## src/rtl/pb_ram_arbiter_if.sv

```systemverilog
// Signal bundle between the two requester port-decode blocks, the RAM pins and the arbiter.
// The slave modport is the arbiter's view; the master modport is the requesters' and RAM's view.
interface pb_ram_arbiter_if #(
  parameter int unsigned ADDR_WIDTH = 4,
  parameter int unsigned DATA_WIDTH = 8
);
  logic                  req0;
  logic                  we0;
  logic [ADDR_WIDTH-1:0] addr0;
  logic [DATA_WIDTH-1:0] wdata0;
  logic                  ack0;
  logic [DATA_WIDTH-1:0] rdata0;

  logic                  req1;
  logic                  we1;
  logic [ADDR_WIDTH-1:0] addr1;
  logic [DATA_WIDTH-1:0] wdata1;
  logic                  ack1;
  logic [DATA_WIDTH-1:0] rdata1;

  logic                  ram_en;
  logic                  ram_we;
  logic [ADDR_WIDTH-1:0] ram_addr;
  logic [DATA_WIDTH-1:0] ram_din;
  logic [DATA_WIDTH-1:0] ram_dout;

  logic                  busy;
  logic                  grant;

  modport slave (
    input  req0, we0, addr0, wdata0,
    input  req1, we1, addr1, wdata1,
    input  ram_dout,
    output ack0, rdata0, ack1, rdata1,
    output ram_en, ram_we, ram_addr, ram_din,
    output busy, grant
  );

  modport master (
    output req0, we0, addr0, wdata0,
    output req1, we1, addr1, wdata1,
    output ram_dout,
    input  ack0, rdata0, ack1, rdata1,
    input  ram_en, ram_we, ram_addr, ram_din,
    input  busy, grant
  );
endinterface

```

## src/rtl/pb_ram_arbiter.sv

```systemverilog
// Round-robin arbiter sharing one single-port RAM (1-cycle read latency) between two
// PicoBlaze-side requesters using a four-phase req/ack handshake.
module pb_ram_arbiter #(
  parameter int unsigned ADDR_WIDTH = 4,
  parameter int unsigned DATA_WIDTH = 8
) (
  input  logic               clk,
  input  logic               reset,
  pb_ram_arbiter_if.slave    bus
);

  typedef enum logic [1:0] {StIdle, StIssue, StWait} state_e;

  state_e                state_q, state_d;
  logic                  armed0_q, armed0_d;
  logic                  armed1_q, armed1_d;
  logic                  grant_q, grant_d;
  logic                  we_l_q, we_l_d;
  logic                  ram_en_q, ram_en_d;
  logic                  ram_we_q, ram_we_d;
  logic [ADDR_WIDTH-1:0] ram_addr_q, ram_addr_d;
  logic [DATA_WIDTH-1:0] ram_din_q, ram_din_d;
  logic                  ack0_q, ack0_d;
  logic                  ack1_q, ack1_d;
  logic [DATA_WIDTH-1:0] rdata0_q, rdata0_d;
  logic [DATA_WIDTH-1:0] rdata1_q, rdata1_d;

  logic elig0, elig1, pick;

  assign elig0 = bus.req0 & armed0_q;
  assign elig1 = bus.req1 & armed1_q;
  // On a tie serve the requester not served last.
  assign pick  = (elig0 & elig1) ? ~grant_q : elig1;

  always_comb begin
    state_d    = state_q;
    armed0_d   = armed0_q | ~bus.req0;
    armed1_d   = armed1_q | ~bus.req1;
    grant_d    = grant_q;
    we_l_d     = we_l_q;
    ram_en_d   = ram_en_q;
    ram_we_d   = ram_we_q;
    ram_addr_d = ram_addr_q;
    ram_din_d  = ram_din_q;
    ack0_d     = 1'b0;
    ack1_d     = 1'b0;
    rdata0_d   = rdata0_q;
    rdata1_d   = rdata1_q;

    case (state_q)
      StIdle: begin
        if (elig0 | elig1) begin
          state_d  = StIssue;
          grant_d  = pick;
          ram_en_d = 1'b1;
          if (pick) begin
            armed1_d   = 1'b0;
            we_l_d     = bus.we1;
            ram_we_d   = bus.we1;
            ram_addr_d = bus.addr1;
            ram_din_d  = bus.wdata1;
          end else begin
            armed0_d   = 1'b0;
            we_l_d     = bus.we0;
            ram_we_d   = bus.we0;
            ram_addr_d = bus.addr0;
            ram_din_d  = bus.wdata0;
          end
        end
      end
      StIssue: begin
        state_d    = StWait;
        ram_en_d   = 1'b0;
        ram_we_d   = 1'b0;
        ram_addr_d = '0;
        ram_din_d  = '0;
      end
      StWait: begin
        state_d = StIdle;
        if (grant_q) begin
          ack1_d = 1'b1;
          if (!we_l_q) rdata1_d = bus.ram_dout;
        end else begin
          ack0_d = 1'b1;
          if (!we_l_q) rdata0_d = bus.ram_dout;
        end
      end
      default: state_d = StIdle;
    endcase
  end

  always_ff @(posedge clk) begin
    if (reset) begin
      state_q    <= StIdle;
      armed0_q   <= 1'b1;
      armed1_q   <= 1'b1;
      grant_q    <= 1'b1;
      we_l_q     <= 1'b0;
      ram_en_q   <= 1'b0;
      ram_we_q   <= 1'b0;
      ram_addr_q <= '0;
      ram_din_q  <= '0;
      ack0_q     <= 1'b0;
      ack1_q     <= 1'b0;
      rdata0_q   <= '0;
      rdata1_q   <= '0;
    end else begin
      state_q    <= state_d;
      armed0_q   <= armed0_d;
      armed1_q   <= armed1_d;
      grant_q    <= grant_d;
      we_l_q     <= we_l_d;
      ram_en_q   <= ram_en_d;
      ram_we_q   <= ram_we_d;
      ram_addr_q <= ram_addr_d;
      ram_din_q  <= ram_din_d;
      ack0_q     <= ack0_d;
      ack1_q     <= ack1_d;
      rdata0_q   <= rdata0_d;
      rdata1_q   <= rdata1_d;
    end
  end

  assign bus.ram_en   = ram_en_q;
  assign bus.ram_we   = ram_we_q;
  assign bus.ram_addr = ram_addr_q;
  assign bus.ram_din  = ram_din_q;
  assign bus.ack0     = ack0_q;
  assign bus.ack1     = ack1_q;
  assign bus.rdata0   = rdata0_q;
  assign bus.rdata1   = rdata1_q;
  assign bus.grant    = grant_q;
  assign bus.busy     = (state_q != StIdle);

endmodule

```

## src/flat_wrapper.sv

```systemverilog
// flat-port wrapper written by rule: the top's interface ports become plain ports
module pb_ram_arbiter_flat 
#(
  parameter int unsigned ADDR_WIDTH = 4,
  parameter int unsigned DATA_WIDTH = 8
)
  (clk, reset, bus_req0, bus_we0, bus_addr0, bus_wdata0, bus_req1, bus_we1, bus_addr1, bus_wdata1, bus_ram_dout, bus_ack0, bus_rdata0, bus_ack1, bus_rdata1, bus_ram_en, bus_ram_we, bus_ram_addr, bus_ram_din, bus_busy, bus_grant);
  pb_ram_arbiter_if #(.ADDR_WIDTH(ADDR_WIDTH), .DATA_WIDTH(DATA_WIDTH)) bus_i ();
  input  logic clk;
  input  logic reset;
  input wire logic [$bits(bus_i.req0)-1:0] bus_req0;
  input wire logic [$bits(bus_i.we0)-1:0] bus_we0;
  input wire logic [$bits(bus_i.addr0)-1:0] bus_addr0;
  input wire logic [$bits(bus_i.wdata0)-1:0] bus_wdata0;
  input wire logic [$bits(bus_i.req1)-1:0] bus_req1;
  input wire logic [$bits(bus_i.we1)-1:0] bus_we1;
  input wire logic [$bits(bus_i.addr1)-1:0] bus_addr1;
  input wire logic [$bits(bus_i.wdata1)-1:0] bus_wdata1;
  input wire logic [$bits(bus_i.ram_dout)-1:0] bus_ram_dout;
  output wire logic [$bits(bus_i.ack0)-1:0] bus_ack0;
  output wire logic [$bits(bus_i.rdata0)-1:0] bus_rdata0;
  output wire logic [$bits(bus_i.ack1)-1:0] bus_ack1;
  output wire logic [$bits(bus_i.rdata1)-1:0] bus_rdata1;
  output wire logic [$bits(bus_i.ram_en)-1:0] bus_ram_en;
  output wire logic [$bits(bus_i.ram_we)-1:0] bus_ram_we;
  output wire logic [$bits(bus_i.ram_addr)-1:0] bus_ram_addr;
  output wire logic [$bits(bus_i.ram_din)-1:0] bus_ram_din;
  output wire logic [$bits(bus_i.busy)-1:0] bus_busy;
  output wire logic [$bits(bus_i.grant)-1:0] bus_grant;
  assign bus_i.req0 = bus_req0;
  assign bus_i.we0 = bus_we0;
  assign bus_i.addr0 = bus_addr0;
  assign bus_i.wdata0 = bus_wdata0;
  assign bus_i.req1 = bus_req1;
  assign bus_i.we1 = bus_we1;
  assign bus_i.addr1 = bus_addr1;
  assign bus_i.wdata1 = bus_wdata1;
  assign bus_i.ram_dout = bus_ram_dout;
  assign bus_ack0 = bus_i.ack0;
  assign bus_rdata0 = bus_i.rdata0;
  assign bus_ack1 = bus_i.ack1;
  assign bus_rdata1 = bus_i.rdata1;
  assign bus_ram_en = bus_i.ram_en;
  assign bus_ram_we = bus_i.ram_we;
  assign bus_ram_addr = bus_i.ram_addr;
  assign bus_ram_din = bus_i.ram_din;
  assign bus_busy = bus_i.busy;
  assign bus_grant = bus_i.grant;
  pb_ram_arbiter #(.ADDR_WIDTH(ADDR_WIDTH), .DATA_WIDTH(DATA_WIDTH)) u_core (.clk(clk), .reset(reset), .bus(bus_i));
endmodule
```

## config.mk

```make
export PLATFORM = sky130hd
export DESIGN_NAME = pb_ram_arbiter_flat
export DESIGN_NICKNAME = d
export VERILOG_FILES = /design/src/rtl/pb_ram_arbiter_if.sv /design/src/rtl/pb_ram_arbiter.sv /design/src/flat_wrapper.sv
export SDC_FILE = /design/constraint.sdc
export NUM_CORES = 1
export LEC_CHECK = 0
export BUFFER_PORTS_ARGS = -buffer_cell sky130_fd_sc_hd__buf_4
export CAP_MARGIN = 30
export CORE_MARGIN = 4
export CORE_UTILIZATION = 40
export CTS_BUF_LIST = sky130_fd_sc_hd__clkbuf_2
export CTS_CLUSTER_SIZE = 12
export DETAILED_ROUTE_END_ITERATION = 8
export PLACE_DENSITY = 0.69
export SYNTH_ARGS = -nofsm -noshare
export SYNTH_HDL_FRONTEND = slang
export SYNTH_SLANG_ARGS = --single-unit
```

## constraint.sdc

```tcl
create_clock -name clk -period 3.7 [get_ports clk]
set_input_delay 0.555 -clock clk [delete_from_list [all_inputs] [get_ports clk]]
set_output_delay 0.555 -clock clk [all_outputs]
set_load 0.01 [all_outputs]
```

==> run_results.csv <==
group,metric,value,unit
run_status,status,"completed",
setup_path,worst_ep_arrival_time,1.66,ns
placed_design,globalplace.congestion,0.778,
worst_hold_path,hp-class,"in2reg",
floorplan,coreArea,3800,um2
timing,slew_headroom,53.3,%
timing,fin_crit_sh,59.9,%
global_routing,grt_usage,17.1,%
synth,yosysMostFrequentCell,"dfxtp_1",
synth,async_reset_ff_share,0,%
synth,yosysSeqAreaShare,46.6,%
clocking,clkSinkCount,38,
pwr,p_per_area,392,nW/um2
timing,grt_setup_unrepaired,"false",
synth,synth_nets,213,
drt,ant_nets,0,
synth,ys_ff_latch,38,
timing,timing.final.ws_setup,1.48,ns
setup_path,crit_path_end_kind,"primary output",
global_routing,use_met1,24.3,%
cells_and_area,areaGrowthSynthToFinish,34.9,%
synth,synth_common_cells,"dfxtp_1, a21oi_1, nand2_1",
timing,whs,0.366,ns
timing,tightest_slew,0.699,ns
placed_design,place_inst,280,
drt,drc,0,
job,cap_violations,0,
drt,drt_iter0_drc,116,
clocking,cts_buffer_depth,2,
timing,finalMaxSlewViolations,0,
global_routing,grt_max_degree,51,
drt,wl_per_cell,15.3,um
global_routing,use_met2,23.2,%
synth,synth_cell_type_count,31,
floorplan,dieArea,5160,um2
pwr,power,862,uW
timing,max_clock_freq,451,MHz
floorplan,dieHeight,71.9,um
global_routing,grtUsageMet3,7.01,%
floorplan,rows,22,
placed_design,dpl_cell_area,2160,um2
clocking,clock_latency,0.37,ns
worst_hold_path,min_from,"bus_req1",
placed_design,io_buffers,71,
cells_and_area,stdcell_area,2200,um2
timing,finalCriticalPeriod,2.22,ns
synth,yosys-top-cells-area,"dfxtp_1, o32ai_1, a21oi_1",
synth,synth_top_area_share,46.6,%
drt,dr.pass1.iters,4,
drt,vias,1517,
timing,finClkSkew,0.00832,ns
clocking,cts_tree,"built",
cells_and_area,fin_nets,277,
cells_and_area,nFillCells,353,
synth,avgSynthCellArea,9.32,um2
global_routing,grt_pass1_vias,1398,
timing,finalSetupViolations,0,
floorplan,io_pins,72,
timing,final_hold_viol_count,0,
placed_design,pre_cts_slack,1.90,ns
clocking,post_cts_buffers,0,
setup_path,cp-startpoint,"u_core.state_q[0]$_SDFFE_PP0P_",
setup_path,timing.rr.start,"u_core.bus.grant$_SDFFE_PP1P_",
timing,setup-tns-final,0,ns
global_routing,antenna_found_initial,0,
clocking,postCtsHoldBufs,0,
clocking,cts_buffers,5,
synth,netlist.top_cell.by_area,"dfxtp_1",
setup_path,required,3.14,ns
setup_path,critPathMaxFanout,17,
setup_path,crit_type,"reg2out",
synth,syn_area,1630,um2
synth,postSynthCellCount,175,
floorplan,initial_core_util,43.0,%
drt,drt-vias-per-instance,5.27,
global_routing,top_usage_layer,"met1",
synth,synth-edff-count,0,
pwr,max-vdd-ir-drop,0.000212,V
clocking,h-tree-depth,2,
global_routing,grt_overflow_total,0,
drt,drt-total-wl,4.41,mm
clocking,ctsResizeCount,0,
cells_and_area,utilization,57.9,%
placed_design,dpl.hpwl,3.13,mm
cells_and_area,drive_gt1_share,35.0,%
synth,synthFlopType,"dfxtp_1",
pwr,p_leak,0.895,nW
clocking,clkTransAtPathRegs,0.19,ns
floorplan,die-width,71.9,um
cells_and_area,diodes,0,
synth,ys_warn_count,0,
global_routing,grt_first_pass_wirelength,6.93,mm
clocking,root_buffer,"clkbuf_2",
setup_path,critPathLaunchType,"flop",
cells_and_area,final_cell_count_no_fill,288,
-- kinds of logic (layout without fill, tap and decap cells) --
logic type	after synthesis	in the layout	share of synthesized area (%)
AO/OA/AOI/OAI	54	54	24.1
AND/OR/NAND/NOR	58	58	19.2
buffers and inverters	17	82	5.14
flip-flops	38	38	46.6
multiplexers	8	8	4.91
-- cell usage in the layout, fill, tap and decap left out, types with 2 or more instances in the layout --
cell type	instances
inv_1	2
dfxtp_1	38
nand2b_1	16
nor3_1	2
a21oi_1	22
o311ai_0	6
clkbuf_2	6
nor2_1	9
nand3b_1	2
o32ai_1	13
mux2i_1	8
o311ai_1	6
buf_4	72
and2_1	2
nand2_1	19
-- layer usage --
metal  vias to the layer above  part of all wire (%)
met1                       692                    48
met5                         -                     0
met2                        48                    44
met3                         2                   6.8
li1                        775                     -
met4                         0                  0.54
-- power by group --
| part | total, mW | switching [mW] | internal (mW) |
|---|---|---|---|
| registers | 0.466 | 0.0247 | 0.441 |
| logic | 0.220 | 0.112 | 0.108 |
| clock network | 0.177 | 0.131 | 0.0466 |
-- registers in the layout (all words and copies together), names as in the netlist --
register,count
u_core.bus.ram_din,8
u_core.bus.rdata0,8
u_core.bus.rdata1,8
u_core.bus.ram_addr,4
u_core.state_q,2
u_core.armed0_q,1
u_core.armed1_q,1
u_core.bus.ack0,1
u_core.bus.ack1,1
u_core.bus.grant,1
u_core.bus.ram_en,1
u_core.bus.ram_we,1
u_core.we_l_q,1
-- worst paths after layout --
check	end	slack [ns]	cells after the start
max	bus_busy	1.48	3
min	u_core.armed1_q$_SDFF_PP1_	0.37	2
max reg2reg	u_core.bus.ram_din[0]$_SDFFE_PP0P_	2.03	3
min reg2reg	u_core.bus.rdata0[6]$_SDFFE_PP0P_	0.47	2
-- worst max-delay path, stage by stage (launching register included) --
cell and delay (ns):
dfxtp_1 0.43, nor2_2 0.50, inv_1 0.17, buf_4 0.18
-- final cells by class --
| cell class | count | area, um2 | share of cell area (%) |
|---|---|---|---|
| inverter | 2 | 7.51 | 0.341 |
| timing repair buffer | 72 | 541 | 24.6 |
| sequential | 38 | 761 | 34.6 |
| tap | 48 | 60.1 | 2.73 |
| multi-input combinational | 120 | 793 | 36.0 |
| clock buffer | 6 | 30.0 | 1.36 |
| clock inverter | 2 | 8.76 | 0.398 |
(Power assumes the default switching activity.)
